File: config.mk
export PLATFORM = sky130hd
export DESIGN_NAME = jpeg_dqt_parser
export DESIGN_NICKNAME = d
export VERILOG_FILES = /design/src/rtl/jpeg_dqt_parser_pkg.sv /design/src/rtl/jpeg_zigzag_rom.sv /design/src/rtl/jpeg_dqt_parser.sv
export SDC_FILE = /design/constraint.sdc
export NUM_CORES = 1
export LEC_CHECK = 0
export ABC_AREA = 1
export CAP_MARGIN = 15
export CELL_PAD_IN_SITES_DETAIL_PLACEMENT = 1
export CELL_PAD_IN_SITES_GLOBAL_PLACEMENT = 1
export CORE_MARGIN = 10
export CORE_UTILIZATION = 43
export CTS_BUF_LIST = sky130_fd_sc_hd__clkbuf_4
export DETAILED_ROUTE_END_ITERATION = 12
export PLACE_DENSITY_LB_ADDON = 0.3
export SYNTH_ARGS = -nofsm -noshare
export SYNTH_HDL_FRONTEND = slang
export SYNTH_HIERARCHICAL = 1
export SYNTH_SLANG_ARGS = --single-unit
File: constraint.sdc
create_clock -name clk_i -period 1.9 [get_ports clk_i]
set_input_delay 0.19 -clock clk_i [delete_from_list [all_inputs] [get_ports clk_i]]
set_output_delay 0.19 -clock clk_i [all_outputs]
set_load 0.01 [all_outputs]
File: src/rtl/jpeg_dqt_parser_pkg.sv
// Shared definitions for the JPEG DQT segment parser: FSM states, marker and
// length constants, and the bit positions of the Pq/Tq header fields.
package jpeg_dqt_parser_pkg;

    typedef enum logic [2:0] {
        S_IDLE,
        S_LEN_HI,
        S_LEN_LO,
        S_PQTQ,
        S_DATA_HI,
        S_DATA_LO
    } dqt_state_t;

    localparam logic [7:0] DQT_MARKER = 8'hDB;
    // Shortest legal segment: 2 length bytes + 1 Pq/Tq byte + 64 8-bit entries.
    localparam int MIN_LEN = 67;

    localparam int PQ_MSB = 7;
    localparam int PQ_LSB = 4;
    localparam int TQ_MSB = 3;
    localparam int TQ_LSB = 0;

endpackage

File: src/rtl/jpeg_zigzag_rom.sv
// Combinational zigzag-position -> natural (row-major) index lookup for 8x8 blocks.
// Instantiated by jpeg_dqt_parser only when JPEG_DQT_DEZIGZAG_EN is defined.
module jpeg_zigzag_rom (
    input  logic [5:0] zz_i,
    output logic [5:0] nat_o
);

    localparam logic [5:0] ZZ_TO_NAT [64] = '{
        6'd0,  6'd1,  6'd8,  6'd16, 6'd9,  6'd2,  6'd3,  6'd10,
        6'd17, 6'd24, 6'd32, 6'd25, 6'd18, 6'd11, 6'd4,  6'd5,
        6'd12, 6'd19, 6'd26, 6'd33, 6'd40, 6'd48, 6'd41, 6'd34,
        6'd27, 6'd20, 6'd13, 6'd6,  6'd7,  6'd14, 6'd21, 6'd28,
        6'd35, 6'd42, 6'd49, 6'd56, 6'd57, 6'd50, 6'd43, 6'd36,
        6'd29, 6'd22, 6'd15, 6'd23, 6'd30, 6'd37, 6'd44, 6'd51,
        6'd58, 6'd59, 6'd52, 6'd45, 6'd38, 6'd31, 6'd39, 6'd46,
        6'd53, 6'd60, 6'd61, 6'd54, 6'd47, 6'd55, 6'd62, 6'd63
    };

    assign nat_o = ZZ_TO_NAT[zz_i];

endmodule

File: src/rtl/jpeg_dqt_parser.sv
// Walks a DQT segment (length, Pq/Tq, coefficients) and drives the quant table write port.
// Define JPEG_DQT_DEZIGZAG_EN to write coefficients in raster order via jpeg_zigzag_rom.
//
// state     | meaning
// S_IDLE    | waiting for seg_start_i, not accepting bytes
// S_LEN_HI  | expecting segment length MSB
// S_LEN_LO  | expecting segment length LSB, length check
// S_PQTQ    | expecting precision / table id byte of the next table
// S_DATA_HI | expecting high byte of a 16-bit coefficient
// S_DATA_LO | expecting an 8-bit coefficient or the low byte of a 16-bit one
module jpeg_dqt_parser
    import jpeg_dqt_parser_pkg::*;
#(
    parameter int LEN_W  = 16,
    parameter int MAX_TQ = 1
) (
    input  logic       clk_i,
    input  logic       rst_i,
    input  logic       seg_start_i,
    input  logic       in_valid_i,
    input  logic [7:0] in_data_i,
    output logic       in_ready_o,
    output logic       wr_en_o,
    output logic       wr_color_o,
    output logic [5:0] wr_count_o,
    output logic [7:0] wr_data_o,
    output logic       busy_o,
    output logic       done_o,
    output logic       error_o,
    output logic [1:0] tables_loaded_o
);

    dqt_state_t       state_q;
    logic [7:0]       len_hi_q;
    logic [LEN_W-1:0] rem_q;
    logic             pq_q;
    logic [3:0]       tq_q;
    logic [5:0]       k_q;
    logic [7:0]       hi_q;
    logic             wr_en_q;
    logic             wr_color_q;
    logic [5:0]       wr_count_q;
    logic [7:0]       wr_data_q;
    logic             done_q;
    logic             error_q;
    logic [1:0]       tables_q;

    logic             accept;
    logic [15:0]      len_full;
    logic [LEN_W-1:0] rem_dec;
    logic             rem_zero;
    logic [3:0]       pq_f;
    logic [3:0]       tq_f;
    logic             tq_ok;
    logic [7:0]       coef;
    logic [5:0]       nat_idx;

    assign in_ready_o = (state_q != S_IDLE);
    assign busy_o     = (state_q != S_IDLE);
    assign accept     = in_valid_i & in_ready_o;
    assign len_full   = {len_hi_q, in_data_i};
    assign rem_dec    = rem_q - LEN_W'(1);
    assign rem_zero   = (rem_dec == '0);
    assign pq_f       = in_data_i[PQ_MSB:PQ_LSB];
    assign tq_f       = in_data_i[TQ_MSB:TQ_LSB];
    assign tq_ok      = (tq_q <= 4'(MAX_TQ));
    // 16-bit entries saturate to the 8-bit storage width.
    assign coef       = (pq_q && (hi_q != 8'h00)) ? 8'hFF : in_data_i;

`ifdef JPEG_DQT_DEZIGZAG_EN
    jpeg_zigzag_rom u_zigzag_rom (
        .zz_i  (k_q),
        .nat_o (nat_idx)
    );
`else
    assign nat_idx = k_q;
`endif

    always_ff @(posedge clk_i) begin
        if (rst_i) begin
            state_q    <= S_IDLE;
            len_hi_q   <= '0;
            rem_q      <= '0;
            pq_q       <= 1'b0;
            tq_q       <= '0;
            k_q        <= '0;
            hi_q       <= '0;
            wr_en_q    <= 1'b0;
            wr_color_q <= 1'b0;
            wr_count_q <= '0;
            wr_data_q  <= '0;
            done_q     <= 1'b0;
            error_q    <= 1'b0;
            tables_q   <= '0;
        end else begin
            wr_en_q <= 1'b0;
            done_q  <= 1'b0;
            if (seg_start_i) begin
                // Restart also aborts a segment in flight; that is not an error.
                state_q  <= S_LEN_HI;
                error_q  <= 1'b0;
                tables_q <= '0;
            end else if (accept) begin
                case (state_q)
                    S_LEN_HI: begin
                        len_hi_q <= in_data_i;
                        state_q  <= S_LEN_LO;
                    end
                    S_LEN_LO: begin
                        rem_q <= LEN_W'(len_full - 16'd2);
                        if (len_full < 16'(MIN_LEN)) begin
                            error_q <= 1'b1;
                            state_q <= S_IDLE;
                        end else begin
                            state_q <= S_PQTQ;
                        end
                    end
                    S_PQTQ: begin
                        rem_q <= rem_dec;
                        pq_q  <= pq_f[0];
                        tq_q  <= tq_f;
                        k_q   <= '0;
                        if (pq_f > 4'd1 || rem_zero) begin
                            error_q <= 1'b1;
                            state_q <= S_IDLE;
                        end else begin
                            if (tq_f > 4'(MAX_TQ)) error_q <= 1'b1;
                            state_q <= pq_f[0] ? S_DATA_HI : S_DATA_LO;
                        end
                    end
                    S_DATA_HI: begin
                        rem_q <= rem_dec;
                        hi_q  <= in_data_i;
                        if (rem_zero) begin
                            error_q <= 1'b1;
                            state_q <= S_IDLE;
                        end else begin
                            state_q <= S_DATA_LO;
                        end
                    end
                    S_DATA_LO: begin
                        rem_q <= rem_dec;
                        k_q   <= k_q + 6'd1;
                        if (tq_ok) begin
                            wr_en_q    <= 1'b1;
                            wr_color_q <= tq_q[0];
                            wr_count_q <= nat_idx;
                            wr_data_q  <= coef;
                        end
                        if (k_q == 6'd63) begin
                            if (tq_ok) tables_q[tq_q[0]] <= 1'b1;
                            if (rem_zero) begin
                                done_q  <= ~error_q;
                                state_q <= S_IDLE;
                            end else begin
                                state_q <= S_PQTQ;
                            end
                        end else if (rem_zero) begin
                            error_q <= 1'b1;
                            state_q <= S_IDLE;
                        end else begin
                            state_q <= pq_q ? S_DATA_HI : S_DATA_LO;
                        end
                    end
                    default: state_q <= S_IDLE;
                endcase
            end
        end
    end

    assign wr_en_o         = wr_en_q;
    assign wr_color_o      = wr_color_q;
    assign wr_count_o      = wr_count_q;
    assign wr_data_o       = wr_data_q;
    assign done_o          = done_q;
    assign error_o         = error_q;
    assign tables_loaded_o = tables_q;

endmodule

==> results.json <==
{
  "start_util": 0.448,
  "worst-setup-path-type": "register to register",
  "vias_per_cell": 5.43,
  "rsz0062_at_grt": "true",
  "synth_compound_area_frac": 0.218,
  "ys.flop_type": "dfxtp_1",
  "synth_most_common_cell": "nand2_1",
  "p_leak_uw": 0.00206,
  "outcome": "finished, violations left",
  "fin_worst_skew_ns": 0.0102,
  "firstDrtPassIters": 5,
  "ff2ff_path_depth": 14,
  "min_period_over_period": 1.00,
  "area_growth_pct": 32.5,
  "placed_area_mm2": 0.00425,
  "clock_path_buffers": 2,
  "violations": "negative setup slack",
  "max_freq_mhz": 525,
  "path_clk_slew_ns": 0.13,
  "seq_area_frac_synth": 0.376,
  "syn_area_per_cell_um2": 6.89,
  "holdCritPathClass": "register to register",
  "max_stage_delay_ns": 0.35,
  "drt-total-wl_mm": 12.3,
  "antenna_found_initial": 0,
  "postRouteAntennaNets": 0,
  "drive_gt1_frac": 0.238,
  "yosysWarnings": 6,
  "ios": 34,
  "worst_skew_pair.late_latency_ns": 0.43,
  "hold_violations": 0,
  "path_cells": "inv_2 > ha_4 > inv_1 > nand2_2 > nand2_2 > nor2_1 > nand3_1 > nor2_2 > nand2_2 > nor2_4 > nand3_4 > nand3_2 > nand3_2 > a21oi_2",
  "yosysTopAreaCellShare": 0.376,
  "cts.sinks": 66,
  "htree_levels": 3,
  "cp_slowest_cell": "dfxtp_2",
  "yosys.area_share.xor_xnor": 0.0224,
  "cp_common_cell": "nand2_2",
  "maxCapViolCount": 0,
  "synth_edf_count": 0,
  "cts.hold.buffers_added": 0,
  "synthAdderAreaFrac": 0.0178,
  "n_antenna_cell": 0,
  "remaining_drc_errors": 0,
  "path_max_fanout": 7,
  "ys_seq_elements": 66,
  "grt_max_degree": 46,
  "fin_crit_ns": 1.90,
  "final_cell_count_no_fill": 699,
  "synth_commonest_cells": "83 x nand2_1, 71 x inv_1, 66 x dfxtp_1",
  "synthArstFlopShare": 0,
  "worstSetupStartpointType": "register",
  "dp_hpwl_mm": 8.89,
  "powerDensity_mw_per_mm2": 528,
  "rows": 32,
  "drt_iter0_drc": 120,
  "yosys.area.top_type": "dfxtp_1",
  "root_buffer": "clkbuf_4",
  "dp.cells": 672,
  "tritoncts": "done",
  "ir_worst_vdd_mv": 0.488,
  "final_area_mm2": 0.00465,
  "cts_buffers": 9,
  "tightest_slew_ns": 0.627,
  "syn_nets": 527,
  "synth-simple-area-share": 0.260,
  "setup_viol": 1,
  "synthCells": 510,
  "die_h_um": 110,
  "fp.dieArea_mm2": 0.0122,
  "hold_ws_ns": 0.468,
  "core_area_mm2": 0.00785,
  "slew_viol_final": 0,
  "tns_ns": -0.00389,
  "cp.required_ns": 2.27,
  "portBuffers": 33,
  "synth_area_leaders": "dfxtp_1 38%, nand2_1 8.9%, o21ai_0 7.8%",
  "grt_pass1_vias": 4061,
  "nets": 609,
  "overflow": 0,
  "vias": 3793,
  "max_slew_margin": 0.579,
  "avgRoutedWirePerCell_um": 17.6,
  "grt_pass1_wl_mm": 19.7,
  "critical_path_arrival_ns": 2.28,
  "holdPathStages": 2,
  "die_x_um": 110,
  "grt_usage": 0.205,
  "synth_top_family_by_area": "simple AND/OR/NAND/NOR gates",
  "gp_congestion": 0.883,
  "synthMuxAreaShare": 0,
  "setup_slack_ns": -0.00389,
  "syn-cell-area_mm2": 0.00351,
  "crit_path_end_kind": "register",
  "synth_cell_types": 35
}
## per-layer routing
metal  routed length [µm]  GRT usage  share of wire
met1                 5030      0.217           0.41
met2                 6630      0.384           0.54
met3                  342     0.0360          0.028
met4                  285     0.0917          0.023
met5                    0          0              0
## state kept, by name, indices dropped and copies added (netlist names), 3 cells and up
signal and flops:
hi_q 8, k_q 6, len_hi_q 8, rem_q 16
state_q 3, tq_q 4, wr_count_o 6, wr_data_o 8
## critical path, delay by kind of cell (launching register included)
| family | cells | cell delay, ns |
|---|---|---|
| adders and majority gates | 1 | 0.17 |
| DFF | 1 | 0.35 |
| and+or+nand+nor | 10 | 1.01 |
| AOI/OAI and AO/OA | 1 | 0.16 |
| buffers and inverters | 2 | 0.15 |
## metrics by stage
stage	utilization	total power, µW	setup slack (ns)
after floorplan	-	1500	0.160
after detailed placement	0.541	1610	-0.246
after CTS	0.573	2460	0.00209
final	0.593	2460	-0.00389
after global placement	0.541	1610	-0.102
after global routing	0.593	2540	-0.171
## cells in the final DEF (no fill, tap or decap), drive strengths merged
cell type      netlist  routed
nand2               85      85
buf                  6      54
inv                 79      80
xor2                 9       9
a21boi               1       1
o211ai               9       9
clkdlybuf4s50        0      33
and3                 1       1
ha                   5       5
a31oi               13      13
nand3               26      26
nor3                 5       5
o21bai               1       1
o311ai               1       1
clkbuf              10       9
o221ai               1       1
nand4                5       5
a311oi               1       1
a21oi               46      46
o21ai               60      60
nor4                 4       4
or3                  1       1
clkinvlp             0       2
dfxtp               66      66
a211oi               6       6
clkinv               0       4
nor2                68      68
or2                  1       1
## report_power, final
group          switching, µW  leakage, µW  internal, µW
registers               4.70     0.000535          1390
logic                    115      0.00146          84.8
clock network            591    0.0000625           276
## worst paths after layout
kind,startpoint,to,slack [ns]
setup / recovery,rem_q[0],error_o,-0.004
hold / removal,hi_q[4],hi_q[4],0.47
setup reg to reg,rem_q[0],error_o,-0.004
hold reg to reg,hi_q[4],hi_q[4],0.47
## cell type report
| class | instances | area (µm²) |
|---|---|---|
| Fill cell | 1020 | 3190 |
| Multi-Input combinational cell | 349 | 2010 |
| Sequential cell | 66 | 1330 |
| Timing Repair Buffer | 87 | 764 |
| Inverter | 79 | 302 |
| Tap cell | 102 | 128 |
| Clock buffer | 9 | 67.6 |
| Clock inverter | 7 | 55.1 |
## what timing repair did
| item | CTS | global route |
|---|---|---|
| endpoints found under the setup margin | 5 | 17 |
| cloned | 0 | 0 |
| endpoints found under the hold margin | 0 | 0 |
| pin swaps | 6 | 21 |
| resized for setup | 27 | 38 |
| buffers inserted | 5 | 6 |
## kinds of logic (layout without fill, tap and decap cells)
family,after synthesis,in the layout
AO/OA/AOI/OAI,139,139
AND/OR/NAND/NOR,196,196
adder cells (fa/ha/maj),5,5
flip-flops,66,66
buffers and inverters,95,182
XOR/XNOR,9,9
No activity file was read; power rests on OpenSTA's default activity.
